File: config.mk
export PLATFORM = sky130hd
export DESIGN_NAME = sc_screen_arbiter
export DESIGN_NICKNAME = d
export VERILOG_FILES = /design/src/rtl/sc_screen_pkg.sv /design/src/rtl/sc_row_scanner.sv /design/src/rtl/sc_screen_arbiter.sv
export SDC_FILE = /design/constraint.sdc
export NUM_CORES = 1
export LEC_CHECK = 0
export ABC_AREA = 1
export CAP_MARGIN = 5
export CELL_PAD_IN_SITES_DETAIL_PLACEMENT = 0
export CELL_PAD_IN_SITES_GLOBAL_PLACEMENT = 1
export CORE_ASPECT_RATIO = 1.25
export CORE_MARGIN = 8
export CORE_UTILIZATION = 30
export DETAILED_ROUTE_END_ITERATION = 6
export GPL_TIMING_DRIVEN = 0
export PLACE_DENSITY_LB_ADDON = 0.1
export SETUP_SLACK_MARGIN = 0.02
export SLEW_MARGIN = 10
export SYNTH_ARGS = -nofsm -noshare
export SYNTH_HDL_FRONTEND = slang
export SYNTH_HIERARCHICAL = 1
export SYNTH_SLANG_ARGS = --single-unit
File: constraint.sdc
create_clock -name SC_ScreenARB_CLOCK_50 -period 2.6 [get_ports SC_ScreenARB_CLOCK_50]
set_input_delay 0.39 -clock SC_ScreenARB_CLOCK_50 [delete_from_list [all_inputs] [get_ports SC_ScreenARB_CLOCK_50]]
set_output_delay 0.39 -clock SC_ScreenARB_CLOCK_50 [all_outputs]
set_load 0.005 [all_outputs]
File: src/rtl/sc_screen_pkg.sv
// rtl/sc_screen_pkg.sv - shared screen-state type, priority merge and default patterns
//
// Purpose: common definitions for sc_screen_arbiter and sc_row_scanner.
// The 2-bit screen encoding doubles as the request priority, so a larger
// code always outranks a smaller one. SCR_GAME also stands for "no pending request".
// Pattern rows are packed LSB-first: row r occupies bits [8r+7:8r].

package sc_screen_pkg;

   typedef enum logic [1:0] {
      SCR_GAME  = 2'b00,
      SCR_WIN   = 2'b01,
      SCR_LOSE  = 2'b10,
      SCR_CRASH = 2'b11
   } screen_t;

   localparam logic [63:0] SC_PATTERN_WIN   = 64'h00242424003C4200;
   localparam logic [63:0] SC_PATTERN_LOSE  = 64'h0024242400423C00;
   localparam logic [63:0] SC_PATTERN_CRASH = 64'h8142241818244281;

   // Keep whichever request has the higher priority.
   function automatic screen_t prio_merge(input screen_t a, input screen_t b);
      return (a > b) ? a : b;
   endfunction

endpackage

File: src/rtl/sc_row_scanner.sv
// rtl/sc_row_scanner.sv - row divider, row counter and frame-done pulse
//
// Purpose: steps the displayed row every SCAN_DIV clocks and flags the
// cycle in which the row wraps from 7 back to 0.
// Ports:
//   clk        - clock, rising edge
//   rst        - synchronous active-high reset
//   row        - row currently driven (0..7)
//   frame_done - high for the single cycle whose closing edge takes row 7 -> 0

module sc_row_scanner #(
   parameter int SCAN_DIV = 4
) (
   input  logic       clk,
   input  logic       rst,
   output logic [2:0] row,
   output logic       frame_done
);

   localparam int DW = (SCAN_DIV > 1) ? $clog2(SCAN_DIV) : 1;
   localparam logic [DW-1:0] DIV_LAST = DW'(SCAN_DIV - 1);

   logic [DW-1:0] div;
   logic          tick;

   assign tick       = (div == DIV_LAST);
   assign frame_done = tick && (row == 3'd7);

   always_ff @(posedge clk) begin
      if (rst) begin
         div <= '0;
         row <= '0;
      end else if (tick) begin
         div <= '0;
         row <= row + 3'd1;
      end else begin
         div <= div + 1'b1;
      end
   end

endmodule

File: src/rtl/sc_screen_arbiter.sv
// rtl/sc_screen_arbiter.sv - game/result screen arbiter with row scan
//
// Purpose: chooses between the live game playfield and fixed WIN/LOSE/CRASH
// result screens. Requests are latched between frames and screen changes
// happen only at the frame boundary so a frame is never torn.
// Optional feature macro: SC_SCREEN_BLINK_EN (result screens blank on odd frames).
// Ports:
//   SC_ScreenARB_CLOCK_50          - clock, rising edge
//   SC_ScreenARB_RESET_InHigh      - synchronous active-high reset
//   SC_ScreenARB_GameRow_InBUS     - game playfield row for the current RowSel
//   SC_ScreenARB_WinReq_InLow      - win request, active low
//   SC_ScreenARB_LoseReq_InLow     - lose request, active low
//   SC_ScreenARB_CrashReq_InLow    - crash request, active low
//   SC_ScreenARB_Clear_InLow       - abort result screen, active low
//   SC_ScreenARB_RowSel_OutBUS     - row currently driven
//   SC_ScreenARB_RowData_OutBUS    - column data for RowSel
//   SC_ScreenARB_Screen_OutBUS     - active screen code
//   SC_ScreenARB_Busy_OutLow       - low while a result screen is shown
//   SC_ScreenARB_FrameDone_OutHigh - one-cycle pulse on row 7 -> 0

module sc_screen_arbiter
   import sc_screen_pkg::*;
#(
   parameter int          SCAN_DIV      = 4,
   parameter int          HOLD_FRAMES   = 8,
   parameter logic [63:0] PATTERN_WIN   = SC_PATTERN_WIN,
   parameter logic [63:0] PATTERN_LOSE  = SC_PATTERN_LOSE,
   parameter logic [63:0] PATTERN_CRASH = SC_PATTERN_CRASH
) (
   input  logic       SC_ScreenARB_CLOCK_50,
   input  logic       SC_ScreenARB_RESET_InHigh,
   input  logic [7:0] SC_ScreenARB_GameRow_InBUS,
   input  logic       SC_ScreenARB_WinReq_InLow,
   input  logic       SC_ScreenARB_LoseReq_InLow,
   input  logic       SC_ScreenARB_CrashReq_InLow,
   input  logic       SC_ScreenARB_Clear_InLow,
   output logic [2:0] SC_ScreenARB_RowSel_OutBUS,
   output logic [7:0] SC_ScreenARB_RowData_OutBUS,
   output logic [1:0] SC_ScreenARB_Screen_OutBUS,
   output logic       SC_ScreenARB_Busy_OutLow,
   output logic       SC_ScreenARB_FrameDone_OutHigh
);

   localparam int HW = $clog2(HOLD_FRAMES + 1);
   localparam logic [HW-1:0] HOLD_INIT = HW'(HOLD_FRAMES);

   logic          clk;
   logic          rst;
   logic [2:0]    row;
   logic          frame_done;

   screen_t       state, state_nxt;
   screen_t       pend, pend_nxt, pend_in, req_now;
   logic [HW-1:0] hold, hold_nxt;
   logic          clr_flag, clr_nxt, clr_in;
   logic [63:0]   pattern;
   logic [7:0]    pattern_row;

   assign clk = SC_ScreenARB_CLOCK_50;
   assign rst = SC_ScreenARB_RESET_InHigh;

   sc_row_scanner #(.SCAN_DIV(SCAN_DIV)) u_scanner (
      .clk        (clk),
      .rst        (rst),
      .row        (row),
      .frame_done (frame_done)
   );

   // Highest-priority request asserted this cycle.
   always_comb begin
      req_now = SCR_GAME;
      if (!SC_ScreenARB_CrashReq_InLow)
         req_now = SCR_CRASH;
      else if (!SC_ScreenARB_LoseReq_InLow)
         req_now = SCR_LOSE;
      else if (!SC_ScreenARB_WinReq_InLow)
         req_now = SCR_WIN;
   end

   // Clear overrides any same-cycle request; the frame-done decision sees
   // this cycle's request and clear as well as the latched ones.
   always_comb begin
      pend_in   = SC_ScreenARB_Clear_InLow ? prio_merge(pend, req_now) : SCR_GAME;
      clr_in    = clr_flag | ~SC_ScreenARB_Clear_InLow;
      state_nxt = state;
      hold_nxt  = hold;
      pend_nxt  = pend_in;
      clr_nxt   = clr_in;
      if (frame_done) begin
         // Every frame boundary consumes or discards whatever is pending.
         pend_nxt = SCR_GAME;
         clr_nxt  = 1'b0;
         if (clr_in) begin
            state_nxt = SCR_GAME;
            hold_nxt  = '0;
         end else if (state == SCR_GAME) begin
            if (pend_in != SCR_GAME) begin
               state_nxt = pend_in;
               hold_nxt  = HOLD_INIT;
            end
         end else if (pend_in > state) begin
            state_nxt = pend_in;
            hold_nxt  = HOLD_INIT;
         end else if (hold <= HW'(1)) begin
            state_nxt = SCR_GAME;
            hold_nxt  = '0;
         end else begin
            hold_nxt = hold - 1'b1;
         end
      end
   end

   always_ff @(posedge clk) begin
      if (rst) begin
         state    <= SCR_GAME;
         pend     <= SCR_GAME;
         hold     <= '0;
         clr_flag <= 1'b0;
      end else begin
         state    <= state_nxt;
         pend     <= pend_nxt;
         hold     <= hold_nxt;
         clr_flag <= clr_nxt;
      end
   end

   always_comb begin
      pattern = PATTERN_WIN;
      case (state)
         SCR_LOSE:  pattern = PATTERN_LOSE;
         SCR_CRASH: pattern = PATTERN_CRASH;
         default:   pattern = PATTERN_WIN;
      endcase
      pattern_row = pattern[{row, 3'b000} +: 8];
   end

`ifdef SC_SCREEN_BLINK_EN
   // Frame parity restarts at 0 whenever a new screen is entered, so the
   // first frame of every result screen is visible.
   logic parity;

   always_ff @(posedge clk) begin
      if (rst)
         parity <= 1'b0;
      else if (frame_done)
         parity <= (state_nxt != state) ? 1'b0 : ~parity;
   end

   assign SC_ScreenARB_RowData_OutBUS = (state == SCR_GAME) ? SC_ScreenARB_GameRow_InBUS :
                                        parity              ? 8'h00 : pattern_row;
`else
   assign SC_ScreenARB_RowData_OutBUS = (state == SCR_GAME) ? SC_ScreenARB_GameRow_InBUS
                                                            : pattern_row;
`endif

   assign SC_ScreenARB_RowSel_OutBUS     = row;
   assign SC_ScreenARB_Screen_OutBUS     = state;
   assign SC_ScreenARB_Busy_OutLow       = (state == SCR_GAME);
   assign SC_ScreenARB_FrameDone_OutHigh = frame_done;

endmodule

**Word level (Yosys, flattened, before mapping)**

Cells that the tools add are included.

- Multiplexer cells: 17
- Equal/unequal tests: 5
- Bitwise operators: 2
- Divide/modulo/power cells: 0
- Reduce and logical (&&, ||, !) cells: 8
- $add $sub $neg: 3
- Multiply operators: 0
- Shift operators: 1
- Order comparisons: 3

Operators with widths:

| cell | count |
|---|---|
| $pmux W64 S2 | 1 |
| $shiftx A64 B7 Y8 | 1 |
| $mux W4 | 5 |
| $mux W2 | 9 |
| $mux W8 | 1 |
| $eq A2 B2 Y1 const B | 3 |
| $gt A2 B2 Y1 | 2 |
| $le A4 B1 Y1 const B | 1 |
| $reduce_bool A4 Y1 | 1 |
| $reduce_or A2 Y1 | 2 |
| $sub A4 B1 Y4 const B | 1 |
| $add A3 B1 Y3 const B | 1 |
| $eq A3 B3 Y1 const B | 1 |
| $ne A3 B1 Y1 const B | 1 |
| $reduce_and A3 Y1 | 1 |
| $add A2 B1 Y2 const B | 1 |
| $logic_not A2 Y1 | 1 |
| $reduce_and A2 Y1 | 1 |
| $reduce_bool A2 Y1 | 1 |
| $logic_and A1 B1 Y1 | 1 |
| $mux W1 | 1 |
| $not A1 Y1 | 1 |
| $or A1 B1 Y1 | 1 |

- Bits in registers: 14
- Bits in writable memories: 0
- ROM bits: 0
- Input port bits: 14
- Memories: 0
- Latch bits: 0

**Logic depth before layout (Yosys ltp)**

- Word-level depth: 10
- Depth in mapped cells: 16

**Modules after synthesis**

Netlist, hierarchy kept.

By module, submodules not included:

| module | seq. area each (um^2) | cells an instance | instances | area each (um^2) |
|---|---|---|---|---|
| sc_screen_arbiter | 180.2 | 143 | 1 | 887.1 |
| sc_row_scanner | 100.1 | 28 | 1 | 245.2 |

**Least setup slack after synthesis**

Ideal clock, no wire load.

- Path type: input to register
- Start point: in SC_ScreenARB_CrashReq_InLow
- End point: reg state[0] (netlist: SC_ScreenARB_Screen_OutBUS[0])
- Stages on the path: 15
- Data arrival time: 1.895 ns
- Setup time: 0.113 ns
- Setup slack: 0.592 ns
- Cell sequence: a21boi_1 > inv_1 > ha_1 > nand2_1 > nand2_1 > nand2_1 > nand3_2 > ha_1 > nand2_1 > o21ai_2 > nand3_2 > nand3_4 > nand2_1 > nand2_1 > nor2_1

- Longest elaborated chain between the ends: 8
- Elaborated cells between the ends (all ways): 13
- Classes of those cells: order compare: 2; eq/ne: 1; mux: 7; reduce/logical: 3

RTL lines:

| element | line | RTL |
|---|---|---|
| start: declaration | sc_screen_arbiter.sv:35 | `input logic SC_ScreenARB_CrashReq_InLow,` |
| $mux W2 (*) | sc_screen_arbiter.sv:72 | `if (!SC_ScreenARB_CrashReq_InLow)` |
| $gt A2 B2 Y1 | sc_screen_pkg.sv:23 | `return (a > b) ? a : b;` |
| $mux W2 (*) | sc_screen_pkg.sv:23 |  |
| $mux W2 (*) | sc_screen_arbiter.sv:83 | `pend_in = SC_ScreenARB_Clear_InLow ? prio_merge(pend, req_now) : SCR_GAME;` |
| $gt A2 B2 Y1 | sc_screen_arbiter.sv:101 | `end else if (pend_in > state) begin` |
| $mux W2 | sc_screen_arbiter.sv:101 |  |
| $mux W2 | sc_screen_arbiter.sv:96 | `end else if (state == SCR_GAME) begin` |
| $mux W2 | sc_screen_arbiter.sv:93 | `if (clr_in) begin` |
| end signal: assignment | sc_screen_arbiter.sv:120 | `state <= state_nxt;` |
| end: declaration | sc_screen_arbiter.sv:52 | `screen_t state, state_nxt;` |

Mark *: on every way between the ends. The rest lies on a longest branch, timed or not. The select of a mux whose other input is x is not followed.
A chain may end at the register's enable or synchronous reset.

**Worst setup path after layout**

- Start point: in SC_ScreenARB_LoseReq_InLow
- End point: reg hold[3]

- Longest elaborated chain between the ends: 9
- Elaborated cells between the ends (all ways): 12
- Classes of those cells: order compare: 2; eq/ne: 1; mux: 7; reduce/logical: 2

RTL lines:

| element | line | RTL |
|---|---|---|
| start: declaration | sc_screen_arbiter.sv:34 | `input logic SC_ScreenARB_LoseReq_InLow,` |
| $mux W2 (*) | sc_screen_arbiter.sv:74 | `else if (!SC_ScreenARB_LoseReq_InLow)` |
| $mux W2 (*) | sc_screen_arbiter.sv:72 |  |
| $gt A2 B2 Y1 | sc_screen_pkg.sv:23 |  |
| $mux W2 (*) | sc_screen_pkg.sv:23 |  |
| $mux W2 (*) | sc_screen_arbiter.sv:83 |  |
| $gt A2 B2 Y1 | sc_screen_arbiter.sv:101 |  |
| $mux W4 | sc_screen_arbiter.sv:101 |  |
| $mux W4 | sc_screen_arbiter.sv:96 |  |
| $mux W4 | sc_screen_arbiter.sv:93 |  |
| end signal: assignment | sc_screen_arbiter.sv:122 | `hold <= hold_nxt;` |
| end: declaration | sc_screen_arbiter.sv:54 | `logic [HW-1:0] hold, hold_nxt;` |

Mark *: on every way between the ends. The rest lies on a longest branch, timed or not.

==> qor.txt <==
status = completed
Die Y = 84.7 um
DP Worst Slack = -0.128 ns
deepest clock path buffer count = 2
DR vias = 1124
WS Path Type = input port to register
CTS Sinks = 14
global-route wire length before repair = 4.60 mm
routed wire length = 2.63 mm
share of cells above drive strength 1 = 16.7%
Met1 Wirelength = 1.01 mm
TritonCTS clock tree = done
Final Cycle Share = 92.9%
Least-Margin Pin Slew = 0.318 ns
pwr dens = 381 nW/um^2
TNS Setup = 0 ns
grt total ovfl = 0
Clock Pin Slew Worst Setup and Hold Paths = 0.06 ns
setup violators final = 0
H-tree Lvls = 1
Worst setup SP type = input port
Leak = 0.000732 uW
Critical Path AT = 2.54 ns
Post-DRT Antenna Nets = 0
Final Critical Period = 2.41 ns
post-layout power = 587 uW
met2 wire length = 1.42 mm
largest net degree at the start of global routing = 10
Max Slew Vio Count = 0
vias in the first global route = 1098
vias per cell = 4.63
Clock Skews = 0.00139 ns
CP Max Fanout = 4
Required @ worst endpoint = 2.73 ns
Mapped Area = 1130 um^2
port bufs = 28
top layer in use = met4
Worst path most repeated cell = nand2_1
register area share after synthesis = 24.8%
max cap viols = 0
crit-path max cell delay = 0.50 ns
post-synth cell types = 31
Die Width = 71.0 um
DRT iter0 DRCs = 39
IO Count = 29
site row count = 25
CP max stage cell = clkdlybuf4s50_1
Rel. slew slack = 78.7%
synthesized net count = 195
HPWL after detailed placement = 2.19 mm
worst skew pair latency = 0.25 ns
GRT Total Usage = 9.35%
root buf cell = clkbuf_8
Final GP Congestion = 0.789
metal3 WL = 172 um
count of state elements after synthesis = 14
Residual DRC = 0
Initial Util = 30.7%
share of the synthesized area in the top cell type = 24.8%
crit end category = register
die area = 6010 um^2
flop-to-flop setup slack = 0.53 ns
RSZ-0062 raised after global routing = false
Avg WL per Cell = 10.8 um
Layout area overhead = 36.1%
VDD IR-drop max = 0.160 mV
synth top area cells = dfxtp_1 (25%), nand2_1 (18%), ha_1 (11%)
post-route setup slack = 0.186 ns
Synth warnings = 6
initial antenna violation count = 0
final hold slack = 0.447 ns
post-synthesis area per instance = 6.62 um^2
crit path cell chain = clkdlybuf4s50_1, nand2_1, inv_1, ha_1, o21ai_2, nand2_1, nand2_1, nand3_4, ha_4, nand2_1, o21ai_2, nand2_1, nand2_1, nand2_1, nand3_1, a21oi_1
area leader, netlist = dfxtp_1
ANT cells = 0
TritonCTS buffer count = 3
post-synthesis instance total = 171
fmax = 414 MHz
PostCTS Resize Cnt = 0
final hold viol count = 0
Hold WC Path Type = register to register
Final #Nets = 228
Setup Buffers After CTS = 0
Hold Buf Count CTS = 0
drt first pass iters = 4
core area = 3690 um^2
-- layout make-up --
type / instances / area (um^2)
clock buffer: 4 / 55.1
sequential: 14 / 280
tap: 40 / 50.0
multi-input combinational: 129 / 758
inverter: 27 / 106
fill: 402 / 2150
timing repair buffer: 28 / 280
buffer: 1 / 11.3
-- metrics by stage --
stage               cells  cell area, um^2  utilization [%]
finish                243             1540             41.8
global route          243             1540             41.8
CTS                   243             1520             41.1
detailed placement    239             1460             39.6
global placement      239             1460             39.6
floorplan             171             1130                -
-- synthesized netlist by cell type (all sizes together) --
library cell	number
nor3	4
buf	1
inv	26
clkinv	1
nor2	28
a31oi	1
o21ai	5
nor3b	1
a21oi	4
nand2	59
o211ai	1
ha	10
nand4	1
a21boi	1
nand3	13
or2	1
dfxtp	14
-- power breakdown --
| part | internal [uW] | total, uW | switching, uW | leakage, uW |
|---|---|---|---|---|
| logic | 69.9 | 135 | 65.1 | 0.000589 |
| clock network | 134 | 216 | 82.1 | 0.0000288 |
| registers | 225 | 236 | 10.6 | 0.000114 |
| total | 429 | 587 | 158 | 0.000732 |
-- cells in the final DEF, fill, tap and decap left out --
cell type         n
nand2_2           2
nor2_2            5
nor2_4            1
o21ai_2           2
nand3_1          10
a21boi_2          1
buf_6             1
nor3b_2           1
nor3_1            2
a31oi_1           1
or2_2             1
nand3_4           2
inv_2             4
nor2_8            1
nand3_2           1
clkinv_1          1
o21ai_1           1
inv_4             2
inv_1            20
clkdlybuf4s50_1  28
dfxtp_1          14
o211ai_1          1
o21ai_0           2
nor3_2            1
nand2_1          55
nand4_1           1
nor3_4            1
ha_1              9
nor2_1           21
clkbuf_8          4
a21oi_2           1
nand2_4           2
a21oi_1           3
ha_4              1
-- state kept, by name, summed over array words and instances, names as in the netlist --
name,flops
hold,4
pend,2
clr_flag,1
SC_ScreenARB_Screen_OutBUS,2
u_scanner/row,3
u_scanner/div,2
-- logic make-up after synthesis --
kind of cell	synth area share (%)
and+or+nand+nor	47.0
AOI/OAI and AO/OA	6.85
adders and majority gates	11.0
DFF	24.8
buffers and inverters	10.4
-- worst max-delay path: cells and delay by family --
| family | cells | cell delay, ns |
|---|---|---|
| adder cells (fa/ha/maj) | 2 | 0.53 |
| AND/OR/NAND/NOR | 9 | 0.71 |
| AO/OA/AOI/OAI | 3 | 0.31 |
| buffers and inverters | 2 | 0.58 |
-- path summary, 6_finish.rpt --
check                     end                  startpoint  depth (start not counted)
max reg2reg           hold[3]                     pend[1]                         14
min          u_scanner/div[0]            u_scanner/div[0]                          1
max                   hold[3]  SC_ScreenARB_LoseReq_InLow                         16
min reg2reg  u_scanner/div[0]            u_scanner/div[0]                          1
-- routing by layer --
metal / global-route usage, % / vias up
met5: 0 / -
met4: 3.04 / 0
met3: 3.58 / 4
met2: 17.3 / 31
met1: 9.17 / 495
li1: - / 594
(Power assumes the default switching activity.)
